==> src/rtl/exec_stage.sv <==
// exec_stage: EX stage computing ALU/mul/div results, memory address and branch target,
// registered for MEM; a 32-step restoring divider holds the controller in EX via ex_busy.
module exec_stage #(
    parameter logic [2:0] EX_STATE   = 3'd2,
    parameter bit         DIV_ENABLE = 1'b1
) (
    input  logic        clk,
    input  logic        rst,
    input  logic [2:0]  state,
    input  logic [4:0]  alu_op,
    input  logic [31:0] rs1_data,
    input  logic [31:0] rs2_data,
    input  logic [31:0] imm,
    input  logic [31:0] pc,
    input  logic        use_imm,
    input  logic [2:0]  br_op,
    input  logic        is_branch,
    input  logic        is_jal,
    input  logic        is_jalr,
    input  logic        mem_read_in,
    input  logic        mem_write_in,
    input  logic        reg_write_in,
    input  logic [4:0]  write_reg_in,
    output logic        ex_busy,
    output logic        mem_read,
    output logic        mem_write,
    output logic [31:0] mem_addr,
    output logic [31:0] mem_write_data,
    output logic        branch,
    output logic [31:0] branch_addr,
    output logic        reg_write,
    output logic [4:0]  write_reg,
    output logic [31:0] reg_write_data
);
    typedef enum logic [1:0] {IDLE, RUN, DONE} div_state_t;
    div_state_t fsm, fsm_nx;
    logic        in_ex, div_op, signed_div, is_rem, a_neg, b_neg, cond, ge, capture;
    logic [31:0] opb, abs_a, abs_b, alu_res, div_res, q_fix, r_fix, sum_ai, mulh;
    logic [31:0] rem_q, quo_q, dsr_q, rem_nx;
    logic [32:0] rem_sh, diff;
    logic [4:0]  cnt;
    logic [63:0] mul_uu;

    assign in_ex      = state == EX_STATE;
    assign div_op     = alu_op >= 5'd13 && alu_op <= 5'd16;
    assign signed_div = alu_op == 5'd13 || alu_op == 5'd15;
    assign is_rem     = alu_op == 5'd15 || alu_op == 5'd16;
    assign opb        = use_imm ? imm : rs2_data;
    assign sum_ai     = rs1_data + imm;
    assign a_neg      = signed_div & rs1_data[31];
    assign b_neg      = signed_div & opb[31];
    assign abs_a      = a_neg ? -rs1_data : rs1_data;
    assign abs_b      = b_neg ? -opb : opb;
    assign ex_busy    = DIV_ENABLE && in_ex && div_op && fsm != DONE;
    assign capture    = in_ex && !ex_busy;

    // one unsigned multiplier; the signed high word is the unsigned one minus sign corrections
    assign mul_uu = {32'd0, rs1_data} * {32'd0, opb};
    assign mulh   = mul_uu[63:32] - (rs1_data[31] ? opb : 32'd0) - (opb[31] ? rs1_data : 32'd0);

    assign rem_sh = {rem_q, quo_q[31]};
    assign diff   = rem_sh - {1'b0, dsr_q};
    assign ge     = !diff[32];
    assign rem_nx = ge ? diff[31:0] : rem_sh[31:0];

    assign q_fix   = opb == '0 ? '1 : (a_neg ^ b_neg) ? -quo_q : quo_q;
    assign r_fix   = opb == '0 ? rs1_data : a_neg ? -rem_q : rem_q;
    assign div_res = DIV_ENABLE ? (is_rem ? r_fix : q_fix) : '0;

    assign cond = br_op == 3'd0 ? rs1_data == rs2_data :
                  br_op == 3'd1 ? rs1_data != rs2_data :
                  br_op == 3'd4 ? $signed(rs1_data) <  $signed(rs2_data) :
                  br_op == 3'd5 ? $signed(rs1_data) >= $signed(rs2_data) :
                  br_op == 3'd6 ? rs1_data <  rs2_data :
                  br_op == 3'd7 ? rs1_data >= rs2_data : 1'b0;

    always_comb begin
        alu_res = '0;
        case (alu_op)
            5'd0:  alu_res = rs1_data + opb;
            5'd1:  alu_res = rs1_data - opb;
            5'd2:  alu_res = rs1_data & opb;
            5'd3:  alu_res = rs1_data | opb;
            5'd4:  alu_res = rs1_data ^ opb;
            5'd5:  alu_res = rs1_data << opb[4:0];
            5'd6:  alu_res = rs1_data >> opb[4:0];
            5'd7:  alu_res = $unsigned($signed(rs1_data) >>> opb[4:0]);
            5'd8:  alu_res = {31'd0, $signed(rs1_data) < $signed(opb)};
            5'd9:  alu_res = {31'd0, rs1_data < opb};
            5'd10: alu_res = mul_uu[31:0];
            5'd11: alu_res = mulh;
            5'd12: alu_res = mul_uu[63:32];
            5'd13, 5'd14, 5'd15, 5'd16: alu_res = div_res;
            default: alu_res = '0;
        endcase
    end

    // leaving EX or dropping the divide op at any point aborts the divider
    always_comb begin
        fsm_nx = IDLE;
        if (DIV_ENABLE && in_ex && div_op)
            fsm_nx = fsm == IDLE ? RUN : fsm == RUN ? (cnt == 5'd31 ? DONE : RUN) : IDLE;
    end

    always_ff @(posedge clk) begin
        if (rst) begin
            fsm            <= IDLE;
            cnt            <= '0;
            rem_q          <= '0;
            quo_q          <= '0;
            dsr_q          <= '0;
            mem_read       <= 1'b0;
            mem_write      <= 1'b0;
            mem_addr       <= '0;
            mem_write_data <= '0;
            branch         <= 1'b0;
            branch_addr    <= '0;
            reg_write      <= 1'b0;
            write_reg      <= '0;
            reg_write_data <= '0;
        end else begin
            fsm <= fsm_nx;
            if (fsm == IDLE) begin
                rem_q <= '0;
                quo_q <= abs_a;
                dsr_q <= abs_b;
                cnt   <= '0;
            end else if (fsm == RUN) begin
                rem_q <= rem_nx;
                quo_q <= {quo_q[30:0], ge};
                cnt   <= cnt + 5'd1;
            end
            if (capture) begin
                mem_read       <= mem_read_in;
                mem_write      <= mem_write_in;
                mem_addr       <= sum_ai;
                mem_write_data <= rs2_data;
                branch         <= is_jal | is_jalr | (is_branch & cond);
                branch_addr    <= is_jalr ? {sum_ai[31:1], 1'b0} : pc + imm;
                reg_write      <= reg_write_in;
                write_reg      <= write_reg_in;
                reg_write_data <= (is_jal | is_jalr) ? pc + 32'd4 : alu_res;
            end
        end
    end
endmodule

==> config.mk <==
export PLATFORM = sky130hd
export DESIGN_NAME = exec_stage
export DESIGN_NICKNAME = d
export VERILOG_FILES = /design/src/rtl/exec_stage.sv
export SDC_FILE = /design/constraint.sdc
export NUM_CORES = 2
export LEC_CHECK = 0
export ABC_AREA = 1
export BUFFER_PORTS_ARGS = -buffer_cell sky130_fd_sc_hd__clkbuf_2
export CORE_MARGIN = 3
export CORE_UTILIZATION = 40
export DETAILED_ROUTE_END_ITERATION = 8
export HOLD_SLACK_MARGIN = 0.08
export SLEW_MARGIN = 20
export SYNTH_ARGS = -nofsm -noshare
export SYNTH_HDL_FRONTEND = slang
export SYNTH_SLANG_ARGS = --single-unit
==> constraint.sdc <==
create_clock -name clk -period 14.8 [get_ports clk]
set_input_delay 0.74 -clock clk [delete_from_list [all_inputs] [get_ports clk]]
set_output_delay 0.74 -clock clk [all_outputs]
set_load 0.01 [all_outputs]
==> summary.md <==
| Metric | Value |
|---|---|
| Most frequent cells after synthesis | `nand2_1, inv_1, nor2_1, fa_1, o21ai_0` |
| Flops & latches, synth | `between 200 and 250` |
| Vias | `approximately 70k` |
| Mapped Nets | `between 10k and 15k` |
| FP Rows | `between 100 and 150` |
| Failing checks | `setup timing` |
| Crit-path max FO | `47` |
| GP Congestion | `between 1 and 1.5` |
| Worst skew pair latency | `0.65 ns` |
| Count of pins over their slew limit | `0` |
| Minimum clock period | `between 10 and 15 ns` |
| Cell Area, Synth | `approximately 65000 um^2` |
| Placed cell area | `68600 um^2` |
| First-pass GRT wire length | `approximately 520000 um` |
| Gr ovfl total | `0` |
| Die X | `roughly 410 um` |
| Critical Path Source Type | `input pin` |
| I/O Buffers | `290` |
| Antenna Nets Post-Route | `0` |
| Initial DRC count | `8518` |
| Max-Cap Viols | `0` |
| First-pass detailed-route iteration total | `9` |
| Layout cells sized above 1 | `0.0720` |
| HP Class | `input pin to register` |
| Dpl ws | `0.220 ns` |
| WL/cell | `~32 um` |
| EDFF count, synth | `0` |
| Initial antenna violation count | `35` |
| RR Startpoint | `fsm[1]` |
| Top-count cell post-synth | `nand2_1` |
| Clock buffer depth | `3` |
| Largest net degree at the start of global routing | `roughly 120` |
| RSZ-0062 raised after global routing | `false` |
| Fin area | `69600 um^2` |
| Seq/Total Area, Yosys | `0.0743` |
| Die Ht | `between 400 and 500 um` |
| Worst-path clk slew | `~0.060 ns` |
| # IOs | `roughly 290` |
| Fmax | `67.1 MHz` |
| Fin crit share | `1.01` |
| Vias in the first global route | `between 60k and 70k` |
| Post-Synth XOR/XNOR Area | `0.0243` |
| Final wirelength | `376000 um` |
| Post-synthesis compound-gate area fraction | `0.147` |
| Final setup margin | `-0.107 ns` |
| Critical setup path kind | `input pin to register` |
| CTS tree | `done` |
| Worst slew pin tran | `around 1.4 ns` |
| Die area | `approximately 170000 um^2` |
| Async S/R FF share, synth | `0` |
| Post-synth top area cell | `fa_1` |
| Nets | `roughly 11k` |
| Critical Path Most Common Cell | `fa_1` |
| GRT Total Usage | `0.439` |
| Clk sinks | `240` |
| Core region area | `159000 um^2` |
| Hold Vio Cnt, Final | `0` |
| Simple logic cell fraction of the synthesized area | `0.236` |
| Vias per cell | `around 6.0` |
| CTS root buf | `clkbuf_16` |
| HP Start | `reg_write_in` |
| Total negative setup slack | `-0.107 ns` |
| Dominant cells by area after synthesis | `fa_1, nand2_1, ha_1` |
| Detailed Place HPWL | `between 300000 and 400000 um` |
| Post-CTS Setup Inserts | `0` |
| Largest family of logic cells by synthesized area | `adder cells` |
| Post-CTS Hold Buffers | `0` |
| CTS H-tree lvls | `1` |
| Mux cell area share after synthesis | `0.00263` |
| Crit end category | `register` |
| Synth-to-Final Area Change | `7.64%` |
| Clock buffers created by TritonCTS | `29` |
| Drt drc | `0` |
| Clock skew | `around 0.074 ns` |
| Yosys top cell area share | `0.288` |
| Synth Flop Type | `dfxtp_1` |
| Initial Util | `0.405` |
| Yosys Warn Count | `0` |
| Crit-path max cell delay | `~0.8 ns` |
| Relative slew margins | `0.0827` |
| Final setup violation count | `1` |
| Crit path launch | `use_imm` |
| CP Data Arrival Time | `between 15 and 20 ns` |
| Yosys cell types | `73` |
| Syn avg cell area | `roughly 7 um^2` |
| Post-synthesis adder-cell area fraction | `0.390` |
| CP required | `between 15 and 20 ns` |
| Mapped Cells | `9429` |
| Post-cts resize count | `0` |
| Status | `complete, but fails checks` |
| Slowest-stage cell, CP | `inv_2` |
## final cells by class
class	instances	area (um^2)
tap	2146	2690
timing repair buffer	474	2840
antenna	19	47.5
clock inverter	14	175
clock buffer	36	792
multi-input combinational	7054	51800
fill	17000	89900
sequential	240	4800
inverter	1708	6420
## worst paths after layout
path,to,slack [ns],depth (start not counted)
hold / removal,reg_write,0.39,3
hold reg to reg,dsr_q[28],0.46,2
setup / recovery,reg_write_data[24],-0.11,40
setup reg to reg,branch_addr[12],10.62,9
## critical path: cells and delay by family
family                   cells  cell delay [ns]
AO/OA/AOI/OAI               10             4.46
XOR/XNOR                     1             0.26
adder cells (fa/ha/maj)     11             5.34
buffers and inverters        6             2.04
AND/OR/NAND/NOR             12             2.45
## metrics by stage
step | utilization | hold slack (ns) | instances
detailed placement | 0.430 | 0.445 | 11600
global route | 0.436 | 0.402 | 11700
global placement | 0.430 | 0.443 | 11600
finish | 0.436 | 0.390 | 11700
floorplan | - | 0.422 | 9429
CTS | 0.436 | 0.364 | 11700
## per-layer routing
metal | global-route usage | wire length (um) | vias to the layer above
met3 | 0.134 | 43000 | 1100
met2 | 0.642 | 155000 | 4351
met4 | 0.304 | 32900 | 24
met5 | 0 | 151 | -
met1 | 0.551 | 144000 | 34300
li1 | - | - | 29800
## logic make-up (layout without fill, tap and decap cells)
family,count (synthesis),in the layout
xor gates and xnor gates,179,179
DFF,240,240
adders and majority gates,1458,1458
buffers and inverters,2135,2232
other,0,19
and+or+nand+nor,3712,3712
AOI/OAI and AO/OA,1688,1688
muxes,17,17
## layout by cell type, fill, tap and decap left out, types with 67 or more instances in the layout
| cell | instances |
|---|---|
| clkbuf_2 | 290 |
| nand3_1 | 373 |
| xor2_1 | 124 |
| dfxtp_1 | 240 |
| nor2_1 | 1228 |
| nand2_1 | 1775 |
| o211ai_1 | 75 |
| ha_1 | 527 |
| a21oi_1 | 601 |
| a31oi_1 | 67 |
| buf_4 | 183 |
| nand4_1 | 74 |
| fa_1 | 931 |
| nor3_1 | 95 |
| inv_1 | 1652 |
| o21ai_0 | 601 |
Power is left out: the tool's default activity adds up to more than one toggle a clock period on the data nets, which glitch-free logic cannot reach.
